--- config.mk ---
export PLATFORM = sky130hd
export DESIGN_NAME = fsk2_rx
export DESIGN_NICKNAME = d
export VERILOG_FILES = /design/src/rtl/fsk2_rx.sv
export SDC_FILE = /design/constraint.sdc
export NUM_CORES = 1
export LEC_CHECK = 0
export BUFFER_PORTS_ARGS = -buffer_cell sky130_fd_sc_hd__buf_2
export CORE_AREA = 2 2 58 87
export CTS_CLUSTER_SIZE = 14
export DETAILED_ROUTE_END_ITERATION = 16
export DIE_AREA = 0 0 60 89
export GPL_TIMING_DRIVEN = 0
export PLACE_DENSITY = 0.72
export REMOVE_ABC_BUFFERS = 1
export SYNTH_ARGS = -nofsm -noshare
export SYNTH_HDL_FRONTEND = slang
export SYNTH_SLANG_ARGS = --single-unit
--- constraint.sdc ---
create_clock -name sys_clk -period 2.4 [get_ports sys_clk]
set_input_delay 0.12 -clock sys_clk [delete_from_list [all_inputs] [get_ports sys_clk]]
set_output_delay 0.12 -clock sys_clk [all_outputs]
set_load 0.01 [all_outputs]
--- src/rtl/fsk2_rx.sv ---
// ---------------------------------------------------------------------------
// fsk2_rx : 2FSK demodulator for the sine-LUT FSK link.
//
// Each bit occupies a fixed window of BIT_CYCLES samples. The sign changes
// (zero crossings) of the incoming sample stream are counted per window. A
// count of at least ZC_THRESH decodes as 1 (2 MHz carrier), otherwise 0
// (1 MHz carrier). DATA_W bits are assembled MSB first into one word.
// Frame alignment comes from an external rx_start strobe.
//
// Ports:
//   sys_clk      in   system clock (50 MHz)
//   sys_rst_n    in   asynchronous active-low reset
//   rx           in   modulated sample, two's complement, one per clock
//   rx_start     in   one-cycle pulse on the first sample of the MSB window
//   data_out     out  last fully received word (held between frames)
//   data_valid   out  one-cycle pulse when data_out updates
//   rx_bit       out  most recently decided bit
//   rx_bit_valid out  one-cycle pulse when rx_bit updates
//   busy         out  high while a frame is being received
// ---------------------------------------------------------------------------
module fsk2_rx #(
  parameter int BIT_CYCLES = 51,
  parameter int SAMPLE_W   = 32,
  parameter int ZC_THRESH  = 4,
  parameter int DATA_W     = 16
) (
  input  logic                sys_clk,
  input  logic                sys_rst_n,
  input  logic [SAMPLE_W-1:0] rx,
  input  logic                rx_start,
  output logic [DATA_W-1:0]   data_out,
  output logic                data_valid,
  output logic                rx_bit,
  output logic                rx_bit_valid,
  output logic                busy
);

  localparam int SC_W = (BIT_CYCLES > 1) ? $clog2(BIT_CYCLES) : 1;
  localparam int BC_W = (DATA_W > 1) ? $clog2(DATA_W) : 1;

  typedef enum logic {
    S_IDLE,
    S_RECV
  } state_t;

  state_t            r_state;
  state_t            w_state_nxt;

  logic              r_prev_sign;
  logic [5:0]        r_zc_cnt;
  logic [SC_W-1:0]   r_sample_cnt;
  logic [BC_W-1:0]   r_bit_cnt;
  logic [DATA_W-1:0] r_shift;

  logic              w_crossing;
  logic [6:0]        w_zc_sum;
  logic [5:0]        w_zc_sat;
  logic              w_bit;
  logic              w_window_end;
  logic              w_frame_end;
  logic              w_unused;

  // Only the sign bit matters for crossing detection; the magnitude bits are
  // intentionally ignored.
  assign w_unused = ^rx[SAMPLE_W-2:0];

  // NOTE: every signal driven here gets a default before any branch, so no
  // path leaves it unassigned and no latch is inferred.
  always_comb begin
    w_state_nxt  = r_state;
    // A zero sample has sign bit 0 and therefore counts as positive.
    w_crossing   = rx[SAMPLE_W-1] ^ r_prev_sign;
    // 7-bit sum so the decision compare cannot overflow at a full count.
    w_zc_sum     = {1'b0, r_zc_cnt} + {6'd0, w_crossing};
    w_zc_sat     = w_zc_sum[6] ? 6'd63 : w_zc_sum[5:0];
    // The window's last sample is included in the decision.
    w_bit        = (w_zc_sum >= 7'(ZC_THRESH));
    w_window_end = (r_state == S_RECV) && (r_sample_cnt == SC_W'(BIT_CYCLES - 1));
    w_frame_end  = w_window_end && (r_bit_cnt == BC_W'(DATA_W - 1));

    case (r_state)
      S_IDLE: if (rx_start)    w_state_nxt = S_RECV;
      S_RECV: if (w_frame_end) w_state_nxt = S_IDLE;
      default:                 w_state_nxt = S_IDLE;
    endcase
  end

  // NOTE: sequential state uses non-blocking assignments so every register
  // samples the pre-edge values, independent of statement order.
  always_ff @(posedge sys_clk or negedge sys_rst_n) begin
    if (!sys_rst_n) r_state <= S_IDLE;
    else            r_state <= w_state_nxt;
  end

  always_ff @(posedge sys_clk or negedge sys_rst_n) begin
    if (!sys_rst_n) begin
      r_prev_sign  <= 1'b0;
      r_zc_cnt     <= '0;
      r_sample_cnt <= '0;
      r_bit_cnt    <= '0;
      r_shift      <= '0;
      data_out     <= '0;
      data_valid   <= 1'b0;
      rx_bit       <= 1'b0;
      rx_bit_valid <= 1'b0;
    end else begin
      r_prev_sign  <= rx[SAMPLE_W-1];
      data_valid   <= 1'b0;
      rx_bit_valid <= 1'b0;

      case (r_state)
        S_IDLE: begin
          if (rx_start) begin
            // The start cycle's sample is the first sample of the MSB window.
            r_zc_cnt     <= {5'd0, w_crossing};
            r_sample_cnt <= SC_W'(1);
            r_bit_cnt    <= '0;
          end
        end

        S_RECV: begin
          if (w_window_end) begin
            r_shift      <= {r_shift[DATA_W-2:0], w_bit};
            rx_bit       <= w_bit;
            rx_bit_valid <= 1'b1;
            r_zc_cnt     <= '0;
            r_sample_cnt <= '0;
            if (w_frame_end) begin
              data_out   <= {r_shift[DATA_W-2:0], w_bit};
              data_valid <= 1'b1;
              r_bit_cnt  <= '0;
            end else begin
              r_bit_cnt  <= r_bit_cnt + BC_W'(1);
            end
          end else begin
            r_zc_cnt     <= w_zc_sat;
            r_sample_cnt <= r_sample_cnt + SC_W'(1);
          end
        end

        default: ;
      endcase
    end
  end

  // rx_start is ignored while receiving, so busy is exactly the RECV state.
  assign busy = (r_state == S_RECV);

endmodule

==> impl_metrics.tcl, run 1 <==
set metrics [dict create \
    syn_area_cell_sq_um 10.6 \
    ir_worst_vdd_uv 553 \
    final_min_period_over_clock_period 0.903 \
    initial_antenna_violation_count 0 \
    io_pins 55 \
    die_h_um 89 \
    final_period_demand_of_the_worst_path_ps 2170 \
    drv_cap 0 \
    power.static_leakage_nw 1.32 \
    layout_common_cells "sky130_fd_sc_hd__nand2_1 (55), sky130_fd_sc_hd__dfrtp_1 (50), sky130_fd_sc_hd__buf_2 (23)" \
    number_of_buffers_on_the_longest_clock_path 2 \
    yosys_most_used_dff "sky130_fd_sc_hd__dfrtp_1" \
    cp_launch_type "flip-flop" \
    route.detailed.wl_per_inst_um 12.8 \
    clockRootBuffer "sky130_fd_sc_hd__clkbuf_8" \
    floorplan.die.width_um 60 \
    sequential_fraction_of_the_synthesis_area 0.578 \
    hpwlAfterDp_um 2560 \
    grt_max_degree 52 \
    crit_path_end_kind "flip-flop" \
    final_area_sq_mm 0.00249 \
    ratio_of_cells_with_drive_above_1_in_the_final_layout 0.198 \
    relSlewSlack 0.267 \
    timing_worst_setup_path_type "flip-flop to flip-flop" \
    synth_cells 208 \
    final-instance-count-excl-fill 296 \
    h-tree-depth 2 \
    clock_sinks 51 \
    row_count 30 \
    fin_worst_skew_ps 11.1 \
    tritoncts.num_buffers 5 \
    final_core_util 0.549 \
    route.final.wire_length_um 3800 \
    worstHoldPathType "input port to async pin" \
    grtUsageMet1 0.191 \
    avgViaCountPerCell 5.29 \
    netlist_area_sq_mm 0.00221 \
    status "finished, final reports clean" \
    setup_bufs_post_cts 0 \
    rsz_0062_raised_after_global_routing "false" \
    floorplan.initialDensity 0.486 \
    residual_antenna_violating_net_count_after_detailed_routing 0 \
    dp_cell_count 287 \
    tritoncts "yes" \
    critPathArrivalTime_ps 2360 \
    overflow 0 \
    grt_first_pass_wirelength_um 6510 \
    drc_errors 0 \
    worst_pin_slew_ps 1100 \
    yosysWarningCount 0 \
    grt_use_met2 0.273 \
    worst-endpoint-required_ps 2600 \
    first_global_vias 1490 \
    synthDistinctLibCells 36 \
    final-hold-violation-count 0 \
    clock_latency_ps 310 \
    area.growth.synth_to_final_pct 13.0 \
    globalRouteMet3Util 0.0478 \
    first_pass_iters 4 \
    grt_use_total 0.164 \
    power_density_mw_per_mm2 905 \
    n_antenna_cell 0 \
    via_count_of_the_routed_design 1565 \
    total_power_mw 2.26 \
    detail_route.iter0.violations 66 \
    layout.cells.most_common "sky130_fd_sc_hd__nand2_1" \
    dieArea_sq_mm 0.00534 \
    coreArea_sq_mm 0.00454 \
    finalSetupViolations 0 \
    ff_latch_count_synth 51 \
    placedInstanceArea_sq_mm 0.00236 \
    final_nets 271 \
    asyncSetResetFlopFracSynth 1.00 \
    worstPathMaxFanout 22 \
    cts.reportedPaths.clkPinSlew_ps 90 \
    io_buffer_count 23 \
    grt_busiest_layer "met2" \
    synth_enable_flop_cells 0 \
    finalMaxSlewViolations 0 \
    finalWeightedCongestion 0.890 \
    achievable-frequency_mhz 461 \
]
worst max-delay path: stages, from the launching register on:
cell and delay, ps:
sky130_fd_sc_hd__dfrtp_1 470, sky130_fd_sc_hd__inv_1 90, sky130_fd_sc_hd__ha_1 140, sky130_fd_sc_hd__nand3b_1 110, sky130_fd_sc_hd__or3_4 540, sky130_fd_sc_hd__nor2_8 330, sky130_fd_sc_hd__mux2_2 370
registers in the layout, indices dropped and copies added (netlist names):
name and count:
data_out 16, r_sample_cnt 6, data_valid 1, r_shift 15
busy 1, r_prev_sign 1, r_bit_cnt 4, r_zc_cnt 6
rx_bit_valid 1
metrics by stage:
stage	TNS (ps)	setup slack (ps)	hold slack [ps]
floorplan	0	91.1	-176
global route	0	131	97.5
global placement	-4450	-368	252
finish	0	233	14.8
CTS	0	221	53.4
detailed placement	-6120	-403	255
final cells by class:
type / count / area [sq um]
Clock inverter: 3 / 46.3
Inverter: 5 / 22.5
Multi-Input combinational cell: 144 / 875
Fill cell: 394 / 2050
Timing Repair Buffer: 24 / 125
Sequential cell: 51 / 1280
Tap cell: 64 / 80.1
Clock buffer: 5 / 68.8
metal layers:
metal,wire (um),share of wire
met1,1660,0.44
met2,1940,0.51
met3,137,0.036
met4,68,0.018
met5,0,0
power breakdown:
group | switching [mW] | leakage [nW] | internal (mW)
Sequential | 0.182 | 0.673 | 1.01
Combinational | 0.237 | 0.590 | 0.221
Clock | 0.292 | 0.0548 | 0.314
logic make-up (layout without fill, tap and decap cells):
kind of cell | after synthesis | after routing | share of synthesized area
and+or+nand+nor | 86 | 86 | 0.173
muxes | 19 | 19 | 0.0958
DFF | 51 | 51 | 0.578
adders and majority gates | 5 | 5 | 0.0283
xor gates and xnor gates | 1 | 1 | 0.00397
buffers and inverters | 13 | 37 | 0.0278
AOI/OAI and AO/OA | 33 | 33 | 0.0930
cells in the mapped netlist, types with 2 or more instances:
cell type,number,area (sq um)
sky130_fd_sc_hd__mux2i_1,2,20.0
sky130_fd_sc_hd__o21ai_0,13,65.1
sky130_fd_sc_hd__a21oi_1,5,25.0
sky130_fd_sc_hd__buf_2,4,20.0
sky130_fd_sc_hd__nand3_1,10,50.1
sky130_fd_sc_hd__nand2_1,55,206
sky130_fd_sc_hd__o22ai_1,2,12.5
sky130_fd_sc_hd__ha_1,5,62.6
sky130_fd_sc_hd__inv_1,4,15.0
sky130_fd_sc_hd__mux2_2,9,101
sky130_fd_sc_hd__dfrtp_1,51,1280
sky130_fd_sc_hd__or3_1,2,12.5
sky130_fd_sc_hd__and3_1,3,18.8
sky130_fd_sc_hd__mux2_1,8,90.1
sky130_fd_sc_hd__o31a_1,2,17.5
sky130_fd_sc_hd__nor2_1,8,30.0
sky130_fd_sc_hd__clkbuf_1,2,7.51
sky130_fd_sc_hd__nand2b_1,2,12.5
sky130_fd_sc_hd__o21ai_1,2,10.0
sky130_fd_sc_hd__o32ai_1,2,17.5
sky130_fd_sc_hd__a21o_1,2,15.0
path summary, 6_finish.rpt:
path,startpoint,end,slack [ps],cells past startpoint
max,r_sample_cnt[0],data_out[0],230,6
min,sys_rst_n,r_shift[9],10,1
max reg2reg,r_sample_cnt[0],data_out[0],230,6
min reg2reg,data_out[12],data_out[12],490,1
max in group asynchronous,sys_rst_n,busy,1630,1
min in group sys_clk,rx_start,r_zc_cnt[1],110,2
repair_timing:
action,CTS,global route
resized for setup,4,0
hold buffers,1,0
setup endpoints to repair,37,0
endpoints found under the hold margin,1,0
No activity file was read; power rests on OpenSTA's default activity.
==> run 2: changes to the inputs <==
--- a/config.mk
+++ b/config.mk
@@ -6,12 +6,12 @@
 export NUM_CORES = 1
 export LEC_CHECK = 0
 export BUFFER_PORTS_ARGS = -buffer_cell sky130_fd_sc_hd__buf_2
-export CORE_AREA = 2 2 58 87
-export CTS_CLUSTER_SIZE = 14
+export CORE_AREA = 2 2 66 99
+export CTS_CLUSTER_SIZE = 24
 export DETAILED_ROUTE_END_ITERATION = 16
-export DIE_AREA = 0 0 60 89
+export DIE_AREA = 0 0 68 101
 export GPL_TIMING_DRIVEN = 0
-export PLACE_DENSITY = 0.72
+export PLACE_DENSITY = 0.58
 export REMOVE_ABC_BUFFERS = 1
 export SYNTH_ARGS = -nofsm -noshare
 export SYNTH_HDL_FRONTEND = slang
==> run 2 against run 1 <==
Against the previous run:
- clock power is 15% lower
- first-iteration DRC count grew 100%
- critical endpoint is now r_shift[0]
- die area is 29% higher
- critical path type unchanged
- critical path depth unchanged
- hold slack about the same
- highest routed layer unchanged
- clock skew is 1.4 ps lower
- clock-buffer cell count is the same
- global-route usage shrank 3.5 points
- power is 4.1% lower
- final area increased by 0.90%
- sequential share of layout area decreased by 0.46 points
- maximum frequency increased by 0.65%
==> impl_metrics.tcl, run 2 (same netlist as run 1, synthesis figures left out) <==
set metrics [dict create \
    final-hold-violation-count 0 \
    route.detailed.wl_per_inst_um 12.8 \
    worstPathMaxFanout 22 \
    crit_path_end_kind "flip-flop" \
    ir_worst_vdd_uv 321 \
    hpwlAfterDp_um 2670 \
    final_core_util 0.417 \
    finalSetupViolations 0 \
    area.growth.synth_to_final_pct 14.1 \
    worst_pin_slew_ps 1120 \
    clock_latency_ps 310 \
    initial_antenna_violation_count 0 \
    largest_register "data_out" \
    number_of_buffers_on_the_longest_clock_path 2 \
    max_reg_flops 16 \
    top_regs "data_out (16), r_shift (15)" \
    rsz_0062_raised_after_global_routing "false" \
    final_nets 273 \
    first_pass_iters 4 \
    final_area_sq_mm 0.00252 \
    detail_route.iter0.violations 132 \
    io_pins 55 \
    layout_common_cells "sky130_fd_sc_hd__nand2_1 (55), sky130_fd_sc_hd__dfrtp_1 (50), sky130_fd_sc_hd__buf_2 (23)" \
    grt_first_pass_wirelength_um 6730 \
    tritoncts.num_buffers 5 \
    layout.cells.most_common "sky130_fd_sc_hd__nand2_1" \
    tritoncts "yes" \
    overflow 0 \
    final_period_demand_of_the_worst_path_ps 2150 \
    timing.final.ws_setup_ps 247 \
    drv_cap 0 \
    dp_cell_count 297 \
    coreArea_sq_mm 0.00604 \
    floorplan.initialDensity 0.365 \
    first_global_vias 1483 \
    final-instance-count-excl-fill 308 \
    route.final.wire_length_um 3930 \
    cts.reportedPaths.clkPinSlew_ps 90 \
    achievable-frequency_mhz 464 \
    avgViaCountPerCell 5.07 \
    power_density_mw_per_mm2 860 \
    io_buffer_count 23 \
    residual_antenna_violating_net_count_after_detailed_routing 0 \
    die_h_um 101 \
    row_count 35 \
    floorplan.die.width_um 68 \
    place_ws_ps -425 \
    h-tree-depth 2 \
    grt_max_degree 52 \
    clockRootBuffer "sky130_fd_sc_hd__clkbuf_8" \
    finalWeightedCongestion 0.740 \
    ratio_of_cells_with_drive_above_1_in_the_final_layout 0.205 \
    fin_worst_skew_ps 9.73 \
    cp_launch_type "flip-flop" \
    placedInstanceArea_sq_mm 0.00237 \
    critPathArrivalTime_ps 2350 \
    status "finished, final reports clean" \
    worst-endpoint-required_ps 2590 \
    relSlewSlack 0.254 \
    dieArea_sq_mm 0.00687 \
    clock_sinks 51 \
    worstHoldPathType "input port to async pin" \
    drc_errors 0 \
    finalMaxSlewViolations 0 \
    via_count_of_the_routed_design 1562 \
    grt_use_total 0.129 \
    fin_tns_setup_ps 0 \
    n_antenna_cell 0 \
    timing_worst_setup_path_type "flip-flop to flip-flop" \
    final_min_period_over_clock_period 0.897 \
    power.static_leakage_nw 1.33 \
]
==> run 2: changes by cell type in the layout (fill, tap and decap cells not counted) <==
cell and delta:
sky130_fd_sc_hd__inv_6 -1, sky130_fd_sc_hd__clkinvlp_4 -1, sky130_fd_sc_hd__inv_8 +1, sky130_fd_sc_hd__bufinv_16 -1, sky130_fd_sc_hd__buf_12 +1, sky130_fd_sc_hd__buf_4 +1
sky130_fd_sc_hd__clkinv_4 +2
==> run 2: through the flow <==
step / hold slack [ps] / total power, mW
finish: 15.0 / 2.17
global route: 114 / 2.35
CTS: 58.9 / 2.20
detailed placement: 262 / 1.67
global placement: 258 / 1.65
floorplan: -176 / 1.52
==> run 2: final timing paths <==
path / slack [ps] / startpoint / cells after the start / to
hold / removal: 20 / sys_rst_n / 1 / r_sample_cnt[3]
max in group asynchronous: 1620 / sys_rst_n / 1 / busy
setup / recovery: 250 / r_sample_cnt[0] / 6 / r_shift[0]
min in group sys_clk: 120 / rx_start / 2 / r_sample_cnt[1]
setup reg to reg: 250 / r_sample_cnt[0] / 6 / r_shift[0]
hold reg to reg: 490 / r_shift[5] / 2 / r_shift[6]
==> run 2: timing repair <==
item                                   CTS  global route
resized for setup                        4             0
buffers inserted                         2             0
endpoints found under the hold margin    1             0
hold buffers                             1             0
setup endpoints to repair               37             0
==> run 2: where the power goes <==
part	switching, mW	total (mW)	internal (mW)
Combinational	0.235	0.457	0.222
Sequential	0.178	1.19	1.01
Clock	0.301	0.518	0.216
Total	0.714	2.17	1.45
==> run 2: final cells by class <==
class,count,area (sq um)
fill,627,3530
sequential,51,1280
multi-input combinational,144,875
timing repair buffer,26,153
clock inverter,3,28.8
inverter,5,22.5
tap,74,92.6
clock buffer,5,68.8
==> run 2: per-layer routing <==
| metal | up-vias | global-route usage | share of wire |
|---|---|---|---|
| met5 | - | 0 | 0 |
| met4 | 0 | 0.0646 | 0.024 |
| met3 | 5 | 0.0168 | 0.026 |
| met2 | 27 | 0.205 | 0.51 |
| met1 | 766 | 0.168 | 0.44 |
| li1 | 764 | - | - |
==> run 2: critical path: stages, from the launching register on <==
cell and delay, ps:
sky130_fd_sc_hd__dfrtp_1 460, sky130_fd_sc_hd__inv_1 90, sky130_fd_sc_hd__ha_1 140, sky130_fd_sc_hd__nand3b_1 110, sky130_fd_sc_hd__or3_4 530, sky130_fd_sc_hd__clkinvlp_4 340, sky130_fd_sc_hd__mux2_2 370
==> run 3: changes to the inputs <==
--- a/config.mk
+++ b/config.mk
@@ -6,12 +6,12 @@
 export NUM_CORES = 1
 export LEC_CHECK = 0
 export BUFFER_PORTS_ARGS = -buffer_cell sky130_fd_sc_hd__buf_2
-export CORE_AREA = 2 2 66 99
+export CORE_AREA = 2 2 80 121
 export CTS_CLUSTER_SIZE = 24
 export DETAILED_ROUTE_END_ITERATION = 16
-export DIE_AREA = 0 0 68 101
+export DIE_AREA = 0 0 82 123
 export GPL_TIMING_DRIVEN = 0
-export PLACE_DENSITY = 0.58
+export PLACE_DENSITY = 0.42
 export REMOVE_ABC_BUFFERS = 1
 export SYNTH_ARGS = -nofsm -noshare
 export SYNTH_HDL_FRONTEND = slang
==> run 3 against run 2 <==
Against the previous run:
- via count down 0.32%
- non-clock buffer count fell by 2
- cell count up 12%
- sequential cell count unchanged
- maximum frequency decreased by 2.2%
- die area is 47% higher
- worst setup slack lost 49 ps
- sequential power is essentially flat
- clock-buffer cell count is the same
- routed wire length is 13% higher
- sequential share of layout area is 1.9 points lower
- critical path type unchanged
- largest cell class unchanged
==> impl_metrics.tcl, run 3 (same netlist as run 1, synthesis figures left out) <==
set metrics [dict create \
    timing_worst_setup_path_type "flip-flop to flip-flop" \
    drv_cap 0 \
    grt_use_total 0.0975 \
    ir_worst_vdd_uv 333 \
    worst_hold_slack_across_all_endpoints_ps 65.9 \
    tritoncts.num_buffers 5 \
    worst_path_max_delay_cell "sky130_fd_sc_hd__or3_4" \
    top_regs "data_out (16), r_shift (15)" \
    route.detailed.wl_per_inst_um 12.9 \
    timing.final.ws_setup_ps 197 \
    cp_launch_type "flip-flop" \
    power.static_leakage_nw 1.34 \
    area.growth.synth_to_final_pct 18.5 \
    finalWeightedCongestion 0.751 \
    grt_first_pass_wirelength_um 7560 \
    io_pins 55 \
    worstPathMaxFanout 23 \
    rsz_0062_raised_after_global_routing "false" \
    fin_worst_skew_ps 7.36 \
    coreArea_sq_mm 0.00904 \
    finalSetupViolations 0 \
    final_nets 272 \
    floorplan.initialDensity 0.244 \
    first_global_vias 1549 \
    total_power_mw 2.48 \
    first_pass_iters 4 \
    overflow 0 \
    critPathArrivalTime_ps 2380 \
    crit_path_end_kind "flip-flop" \
    max_reg_flops 16 \
    number_of_buffers_on_the_longest_clock_path 2 \
    layout_common_cells "sky130_fd_sc_hd__nand2_1 (55), sky130_fd_sc_hd__dfrtp_1 (50), sky130_fd_sc_hd__buf_2 (23)" \
    detail_route.iter0.violations 88 \
    worstPathCellList "inv_1, ha_1, nand3b_1, or3_4, nor2_8, mux2_2" \
    h-tree-depth 2 \
    setup_bufs_post_cts 0 \
    initial_antenna_violation_count 0 \
    fillCellCount 953 \
    via_count_of_the_routed_design 1557 \
    relSlewSlack 0.221 \
    achievable-frequency_mhz 454 \
    avgViaCountPerCell 4.51 \
    r2r_cells 6 \
    clock_sinks 51 \
    grt_max_degree 52 \
    power_density_mw_per_mm2 949 \
    drc_errors 0 \
    final_core_util 0.289 \
    residual_antenna_violating_net_count_after_detailed_routing 0 \
    worst_pin_slew_ps 1170 \
    clock_latency_ps 290 \
    finalMaxSlewViolations 0 \
    largest_register "data_out" \
    hpwlAfterDp_um 2830 \
    ratio_of_cells_with_drive_above_1_in_the_final_layout 0.202 \
    layout.cells.most_common "sky130_fd_sc_hd__nand2_1" \
    row_count 43 \
    n_antenna_cell 0 \
    final_period_demand_of_the_worst_path_ps 2200 \
    worstHoldPathType "input port to async pin" \
    place_ws_ps -532 \
    worst-endpoint-required_ps 2580 \
    fin_tns_setup_ps 0 \
    status "finished, final reports clean" \
    cts.reportedPaths.clkPinSlew_ps 70 \
    tritoncts "yes" \
    io_buffer_count 23 \
    clockRootBuffer "sky130_fd_sc_hd__clkbuf_16" \
    final_min_period_over_clock_period 0.918 \
    dieArea_sq_mm 0.0101 \
    max_stage_delay_ps 540 \
    die_h_um 123 \
    final-hold-violation-count 0 \
    route.final.wire_length_um 4460 \
    floorplan.die.width_um 82 \
]
run 3: changes by cell type in the layout (fill, tap and decap cells not counted), sizes merged:
cell      previous run  this run
clkinvlp             1         3
buf                 25        23
bufinv               0         1
clkinv               2         0
run 3: timing repair:
item / in CTS / in global routing
hold buffers: 1 / 0
endpoints found under the hold margin: 1 / 0
resized for setup: 4 / 0
setup endpoints to repair: 37 / 0
run 3: layout make-up:
| cell class | count | area (sq um) | area share |
|---|---|---|---|
| repair inverters | 1 | 5.00 | 0.00191 |
| clock buffers | 5 | 125 | 0.0478 |
| well taps | 112 | 140 | 0.0536 |
| repair buffers | 24 | 125 | 0.0478 |
| clock inverters | 3 | 46.3 | 0.0177 |
| inverters | 5 | 22.5 | 0.00861 |
| multi-input cells | 144 | 875 | 0.334 |
| flip-flops and latches | 51 | 1280 | 0.488 |
run 3: worst max-delay path: cells and delay by family (launching register included):
family        cells  cell delay, ps
simple gates      3            1010
flops             1             450
mux               1             380
buf+inv           1              90
fa+ha+maj         1             140
run 3: metal layers:
layer  track usage  part of all wire  wire, um  up-vias
met5             0                 0         0        -
met4        0.0344             0.016        72        0
met3        0.0219             0.026       118        6
met2         0.167              0.49      2200       24
met1         0.118              0.46      2070      766
li1              -                 -         -      761
run 3: per-stage QoR:
stage	std cells	area, sq um
after global placement	335	2420
after CTS	345	2620
after global routing	345	2620
after detailed placement	335	2420
final	345	2620
after floorplan	200	2160
run 3: final timing paths:
| kind | to | from | slack [ps] |
|---|---|---|---|
| worst max-delay path | data_out[6] | r_sample_cnt[0] | 200 |
| worst min-delay path | r_sample_cnt[3] | sys_rst_n | 70 |
| worst max register to register | data_out[6] | r_sample_cnt[0] | 200 |
| worst min register to register | r_shift[14] | r_shift[14] | 480 |
| max in group asynchronous | busy | sys_rst_n | 1550 |
| min in group sys_clk | r_zc_cnt[1] | rx_start | 140 |
run 3: power breakdown:
part / total [mW] / internal, mW / switching [mW]
clock: 0.829 / 0.496 / 0.333
sequential: 1.20 / 1.01 / 0.183
combinational: 0.458 / 0.221 / 0.236
total: 2.48 / 1.73 / 0.752
